===== config.mk =====
export PLATFORM = sky130hd
export DESIGN_NAME = lcd_pattern_gen_flat
export DESIGN_NICKNAME = d
export VERILOG_FILES = /design/src/rtl/lcd_pattern_gen_if.sv /design/src/rtl/lcd_pattern_gen.sv /design/src/flat_wrapper.sv
export SDC_FILE = /design/constraint.sdc
export NUM_CORES = 1
export LEC_CHECK = 0
export CORE_MARGIN = 2
export CORE_UTILIZATION = 35
export DETAILED_ROUTE_END_ITERATION = 10
export GPL_TIMING_DRIVEN = 0
export PLACE_DENSITY = 0.63
export SYNTH_ARGS = -nofsm -noshare
export SYNTH_HDL_FRONTEND = slang
export SYNTH_SLANG_ARGS = --single-unit

===== constraint.sdc =====
create_clock -name clk -period 5.1 [get_ports clk]
set_input_delay 1.275 -clock clk [delete_from_list [all_inputs] [get_ports clk]]
set_output_delay 1.275 -clock clk [all_outputs]
set_load 0.01 [all_outputs]

===== src/rtl/lcd_pattern_gen_if.sv =====
// Pixel request/response bus between the RGB LCD timing controller (master)
// and a pixel source (slave).
interface lcd_pattern_gen_if;
    logic [11:0] lcd_xpos;
    logic [11:0] lcd_ypos;
    logic        lcd_vs;
    logic [23:0] lcd_data;

    modport master (output lcd_xpos, output lcd_ypos, output lcd_vs, input lcd_data);
    modport slave  (input lcd_xpos, input lcd_ypos, input lcd_vs, output lcd_data);
endinterface


===== src/rtl/lcd_pattern_gen.sv =====
// Test-pattern pixel source: four selectable patterns, one-clock pixel latency,
// mode and scroll changes applied only at frame start so frames never tear.
module lcd_pattern_gen #(
    parameter int H_DISP      = 480,
    parameter int V_DISP      = 272,
    parameter int GRID_LOG2   = 5,
    parameter int SQ_LOG2     = 5,
    parameter int SCROLL_STEP = 2,
    parameter int DEB_CYCLES  = 180000
) (
    input  logic              clk,
    input  logic              rst,
    lcd_pattern_gen_if.slave  lcd,
    input  logic              key_n,
    output logic [1:0]        pattern_mode,
    output logic [7:0]        frame_cnt
);
    localparam int CNT_W = (DEB_CYCLES > 1) ? $clog2(DEB_CYCLES) : 1;
    localparam logic [CNT_W-1:0] DEB_LAST = CNT_W'(DEB_CYCLES - 1);
    localparam logic [11:0] STEP   = 12'(SCROLL_STEP);
    localparam logic [11:0] X_LAST = 12'(H_DISP - 1);
    localparam logic [11:0] Y_LAST = 12'(V_DISP - 1);
    localparam logic [11:0] BAR1 = 12'((1 * H_DISP) / 8);
    localparam logic [11:0] BAR2 = 12'((2 * H_DISP) / 8);
    localparam logic [11:0] BAR3 = 12'((3 * H_DISP) / 8);
    localparam logic [11:0] BAR4 = 12'((4 * H_DISP) / 8);
    localparam logic [11:0] BAR5 = 12'((5 * H_DISP) / 8);
    localparam logic [11:0] BAR6 = 12'((6 * H_DISP) / 8);
    localparam logic [11:0] BAR7 = 12'((7 * H_DISP) / 8);
    localparam logic [11:0] BAR8 = 12'(H_DISP);

    logic              vs_d_q;
    logic              key_sync1_q, key_sync2_q;
    logic              key_stable_q, key_stable_d;
    logic [CNT_W-1:0]  deb_cnt_q, deb_cnt_d;
    logic [1:0]        pending_q, pending_d;
    logic [1:0]        mode_q, mode_d;
    logic [7:0]        frame_q, frame_d;
    logic [11:0]       offset_q, offset_d;
    logic [23:0]       data_q, data_d;
    logic              fs;
    logic              press;
    logic [11:0]       xs;

    // Bar boundaries are constant compares, so no divider is needed.
    function automatic logic [23:0] bar_colour(input logic [11:0] x);
        if      (x < BAR1) return 24'hFFFFFF;
        else if (x < BAR2) return 24'hFFFF00;
        else if (x < BAR3) return 24'h00FFFF;
        else if (x < BAR4) return 24'h00FF00;
        else if (x < BAR5) return 24'hFF00FF;
        else if (x < BAR6) return 24'hFF0000;
        else if (x < BAR7) return 24'h0000FF;
        else if (x < BAR8) return 24'h000000;
        else               return 24'h000000;
    endfunction

    function automatic logic grid_hit(input logic [11:0] x, input logic [11:0] y);
        return (x[GRID_LOG2-1:0] == '0) || (y[GRID_LOG2-1:0] == '0) ||
               (x == X_LAST) || (y == Y_LAST);
    endfunction

    always_comb begin
        fs           = vs_d_q & ~lcd.lcd_vs;
        key_stable_d = key_stable_q;
        deb_cnt_d    = '0;
        if (key_sync2_q != key_stable_q) begin
            if (deb_cnt_q == DEB_LAST) begin
                key_stable_d = key_sync2_q;
            end else begin
                deb_cnt_d = deb_cnt_q + 1'b1;
            end
        end
        press     = key_stable_q & ~key_stable_d;
        pending_d = pending_q + {1'b0, press};

        // Frame-start updates use the pending value from before any same-cycle press.
        mode_d   = mode_q;
        frame_d  = frame_q;
        offset_d = offset_q;
        if (fs) begin
            mode_d   = pending_q;
            frame_d  = frame_q + 8'd1;
            offset_d = offset_q + STEP;
        end
    end

    always_comb begin
        xs     = lcd.lcd_xpos + offset_q;
        data_d = 24'h000000;
        case (mode_q)
            2'd0: data_d = bar_colour(lcd.lcd_xpos);
            2'd1: data_d = grid_hit(lcd.lcd_xpos, lcd.lcd_ypos) ? 24'hFFFFFF : 24'h000000;
            2'd2: data_d = {lcd.lcd_ypos[7:0], lcd.lcd_xpos[8:1], frame_q};
            2'd3: data_d = (xs[SQ_LOG2] ^ lcd.lcd_ypos[SQ_LOG2]) ? 24'hFFFFFF : 24'h202020;
            default: data_d = 24'h000000;
        endcase
    end

    // Register stage: control state and the one-clock pixel output.
    always_ff @(posedge clk or posedge rst) begin
        if (rst) begin
            vs_d_q       <= 1'b1;
            key_sync1_q  <= 1'b1;
            key_sync2_q  <= 1'b1;
            key_stable_q <= 1'b1;
            deb_cnt_q    <= '0;
            pending_q    <= 2'd0;
            mode_q       <= 2'd0;
            frame_q      <= 8'd0;
            offset_q     <= 12'd0;
            data_q       <= 24'h000000;
        end else begin
            vs_d_q       <= lcd.lcd_vs;
            key_sync1_q  <= key_n;
            key_sync2_q  <= key_sync1_q;
            key_stable_q <= key_stable_d;
            deb_cnt_q    <= deb_cnt_d;
            pending_q    <= pending_d;
            mode_q       <= mode_d;
            frame_q      <= frame_d;
            offset_q     <= offset_d;
            data_q       <= data_d;
        end
    end

    assign lcd.lcd_data  = data_q;
    assign pattern_mode  = mode_q;
    assign frame_cnt     = frame_q;
endmodule

===== src/flat_wrapper.sv =====
// flat-port wrapper written by rule: the top's interface ports become plain ports
module lcd_pattern_gen_flat 
#(
    parameter int H_DISP      = 480,
    parameter int V_DISP      = 272,
    parameter int GRID_LOG2   = 5,
    parameter int SQ_LOG2     = 5,
    parameter int SCROLL_STEP = 2,
    parameter int DEB_CYCLES  = 180000
)
  (clk, rst, key_n, pattern_mode, frame_cnt, lcd_lcd_xpos, lcd_lcd_ypos, lcd_lcd_vs, lcd_lcd_data);
  lcd_pattern_gen_if lcd_i ();
  input  logic clk;
  input  logic rst;
  input  logic key_n;
  output logic [1:0] pattern_mode;
  output logic [7:0] frame_cnt;
  input wire logic [$bits(lcd_i.lcd_xpos)-1:0] lcd_lcd_xpos;
  input wire logic [$bits(lcd_i.lcd_ypos)-1:0] lcd_lcd_ypos;
  input wire logic [$bits(lcd_i.lcd_vs)-1:0] lcd_lcd_vs;
  output wire logic [$bits(lcd_i.lcd_data)-1:0] lcd_lcd_data;
  assign lcd_i.lcd_xpos = lcd_lcd_xpos;
  assign lcd_i.lcd_ypos = lcd_lcd_ypos;
  assign lcd_i.lcd_vs = lcd_lcd_vs;
  assign lcd_lcd_data = lcd_i.lcd_data;
  lcd_pattern_gen #(.H_DISP(H_DISP), .V_DISP(V_DISP), .GRID_LOG2(GRID_LOG2), .SQ_LOG2(SQ_LOG2), .SCROLL_STEP(SCROLL_STEP), .DEB_CYCLES(DEB_CYCLES)) u_core (.clk(clk), .rst(rst), .lcd(lcd_i), .key_n(key_n), .pattern_mode(pattern_mode), .frame_cnt(frame_cnt));
endmodule

==> impl_metrics.json <==
{
  "status": "complete, no violations",
  "rsz0062_at_grt": "no",
  "syn_area_um2": 2990,
  "synth.avg_cell_area_um2": 10.5,
  "floorplan.initialDensity_pct": 36.2,
  "drive_gt1_share_pct": 10.6,
  "hold_viol_final": 0,
  "finalPower_mw": 1.30,
  "critPathSlowestCell": "a311oi_1",
  "critPathTopFamily": "compound AO/OA/AOI/OAI gates",
  "die-area_um2": 9290,
  "path_buf_inv": 1,
  "p_leak_nw": 1.73,
  "grt_util_all_layers_pct": 15.4,
  "nets": 391,
  "crit_type": "input pin to flip-flop",
  "worst_setup_path_start_kind": "input pin",
  "fp.dieH_um": 96.4,
  "max_stage_delay_ns": 0.70,
  "numCtsBuffers": 9,
  "finalSetupViolations": 0,
  "cts.sinks": 63,
  "critical_path_required_ns": 5.28,
  "gp_congestion": 0.879,
  "postSynthCellCount": 284,
  "synth_edf_count": 0,
  "finalWirelength_um": 6390,
  "viasPerCell": 4.89,
  "fin_tns_setup_ns": 0,
  "cp_max_fo": 6,
  "skew_ns": 0.00666,
  "first_iter_violations": 106,
  "tightest_slew_ns": 0.808,
  "synth_area_leader_cell": "dfrtp_1",
  "post_cts_buffers": 0,
  "cts_resized": 0,
  "num_io_pins": 62,
  "grt_pass1_vias": 2149,
  "synth-main-ff-cell": "dfrtp_1",
  "drt_pass1_iterations": 5,
  "cts_hold_buf": 0,
  "wl_per_cell_um": 13.8,
  "post-route-drc-count": 0,
  "die_x_um": 96.4,
  "placement.io_buffers": 60,
  "antenna_found_initial": 0,
  "async_reset_ff_share_pct": 100,
  "synth.most_common_cell": "dfrtp_1",
  "synth-seq-cells": 63,
  "yosysTopAreaCellShare_pct": 49.4,
  "max_slew_margin_pct": 46.1,
  "yosys_warnings": 0,
  "drtAntennaViolNets": 0,
  "min_path_type": "flip-flop to flip-flop",
  "htree_levels": 3,
  "tritoncts": "yes",
  "areaGrowthSynthToFinish_pct": 31.8,
  "root_buffer": "clkbuf_8",
  "synthesis.nets": 319,
  "finalCritPeriodShare_pct": 64.6,
  "rows": 33,
  "fmax_mhz": 304,
  "power_density_nw_per_um2": 330,
  "n_antenna_cell": 0,
  "worstPathCellList": "clkdlybuf4s50_1 -> ha_1 -> nand3_1 -> a22oi_1 -> xnor2_1 -> a311oi_1 -> nand2_1",
  "filler_cell_count": 800,
  "clkLatencyLatePin_ns": 0.34,
  "ys_top_cells_by_count": "dfrtp_1 (59), nand2_1 (40), nor2_1 (25)",
  "period_minus_slack_ns": 3.29,
  "ir_worst_vdd_uv": 147,
  "clk_path_buf_depth": 2,
  "endpoint_kind": "flip-flop",
  "dp_hpwl_um": 4840,
  "yosys.cell_types.count": 49,
  "grt-ovfl-total": 0,
  "fp.coreArea_um2": 8260,
  "yosysSeqAreaShare_pct": 53.0,
  "grt_pass1_wl_um": 10600,
  "cap_violations": 0,
  "synth_top_cells_by_area": "dfrtp_1 (49%), xnor2_1 (5.6%), nand2_1 (5.0%)",
  "vias": 2267,
  "path_clk_slew_ns": 0.06,
  "slew_viol_final": 0,
  "grt_max_degree": 40,
  "worstPathArrival_ns": 3.48
}
-- metal layers --
layer	routed length, µm	vias to the layer above	global-route usage (%)
li1	-	1137	-
met1	3000	1074	20.6
met4	113	0	7.75
met3	244	9	3.96
met5	0	-	0
met2	3030	47	23.4
-- placed cells by master, fill, tap and decap left out, drive strengths merged, types with 2 or more instances in the layout --
cell type,count
clkdlybuf4s50,60
dfrtp,59
nand2,40
nor2,25
xnor2,19
nand3,19
clkbuf,14
xor2,13
o21ai,10
a31oi,8
buf,8
nand4,7
ha,7
inv,7
nor3,5
and3,5
dfstp,4
mux2,3
nor3b,3
a21boi,3
clkinv,3
nor2b,2
and4,2
nor4bb,2
or4,2
a311oi,2
or3,2
a21oi,2
o2111ai,2
bufinv,2
and2,2
-- per-stage QoR --
| step | hold slack [ns] | worst slack, ns | std cells | instance area [µm²] | utilization [%] |
|---|---|---|---|---|---|
| floorplan | 0.345 | 2.26 | 284 | 2990 | - |
| global placement | 0.346 | 1.18 | 449 | 3720 | 45.0 |
| detailed placement | 0.356 | 1.47 | 450 | 3740 | 45.3 |
| CTS | 0.362 | 1.81 | 464 | 3940 | 47.7 |
| global route | 0.368 | 1.65 | 464 | 3940 | 47.7 |
| finish | 0.361 | 1.81 | 464 | 3940 | 47.7 |
-- flip-flops by register name, indices dropped and copies added, names as in the netlist --
register and count:
u_core.lcd.lcd_data 24, u_core.deb_cnt_q 18, u_core.frame_cnt 8, u_core.offset_q 5
u_core.pattern_mode 2, u_core.pending_q 2, u_core.key_stable_q 1, u_core.key_sync1_q 1
u_core.key_sync2_q 1, u_core.vs_d_q 1
-- cell type report --
type                    count  area (µm²)  share of cell area [%]
multi-input cells         202        1310                    33.2
repair buffers             61         621                    15.8
clock inverters             5        75.1                    1.91
plain buffers              12        71.3                    1.81
clock buffers               9         124                    3.15
inverters                   7        26.3                   0.667
well taps                 105         131                    3.34
flip-flops and latches     63        1580                    40.2
-- logic make-up (layout without fill, tap and decap cells) --
| kind of cell | count (synthesis) | count (layout) | share of synthesized area, % |
|---|---|---|---|
| AO/OA/AOI/OAI | 36 | 36 | 9.43 |
| XOR/XNOR | 32 | 32 | 9.38 |
| adder cells (fa/ha/maj) | 8 | 8 | 3.31 |
| AND/OR/NAND/NOR | 123 | 123 | 20.5 |
| flip-flops | 63 | 63 | 53.0 |
| buffers and inverters | 19 | 94 | 3.27 |
| multiplexers | 3 | 3 | 1.13 |
-- where the power goes --
group | switching, mW | leakage [nW] | internal, mW
sequential | 0.0600 | 0.839 | 0.552
combinational | 0.107 | 0.785 | 0.134
clock | 0.182 | 0.105 | 0.267
-- path summary, 6_finish.rpt --
path                                                     start                                 to  slack (ns)  depth (start not counted)
worst max-delay path                           lcd_lcd_xpos[2]  u_core.lcd.lcd_data[22]$_DFF_PP0_        1.81                          7
worst min-delay path              u_core.key_sync1_q$_DFF_PP1_       u_core.key_sync2_q$_DFF_PP1_        0.36                          0
worst max register to register  u_core.offset_q[2]$_DFFE_PP0P_  u_core.lcd.lcd_data[22]$_DFF_PP0_        2.95                          6
worst min register to register    u_core.key_sync1_q$_DFF_PP1_       u_core.key_sync2_q$_DFF_PP1_        0.36                          0
max in group asynchronous                                  rst            u_core.vs_d_q$_DFF_PP1_        3.00                          3
min in group asynchronous                                  rst   u_core.lcd.lcd_data[7]$_DFF_PP0_        1.41                          2
No activity file was read; power rests on OpenSTA's default activity.
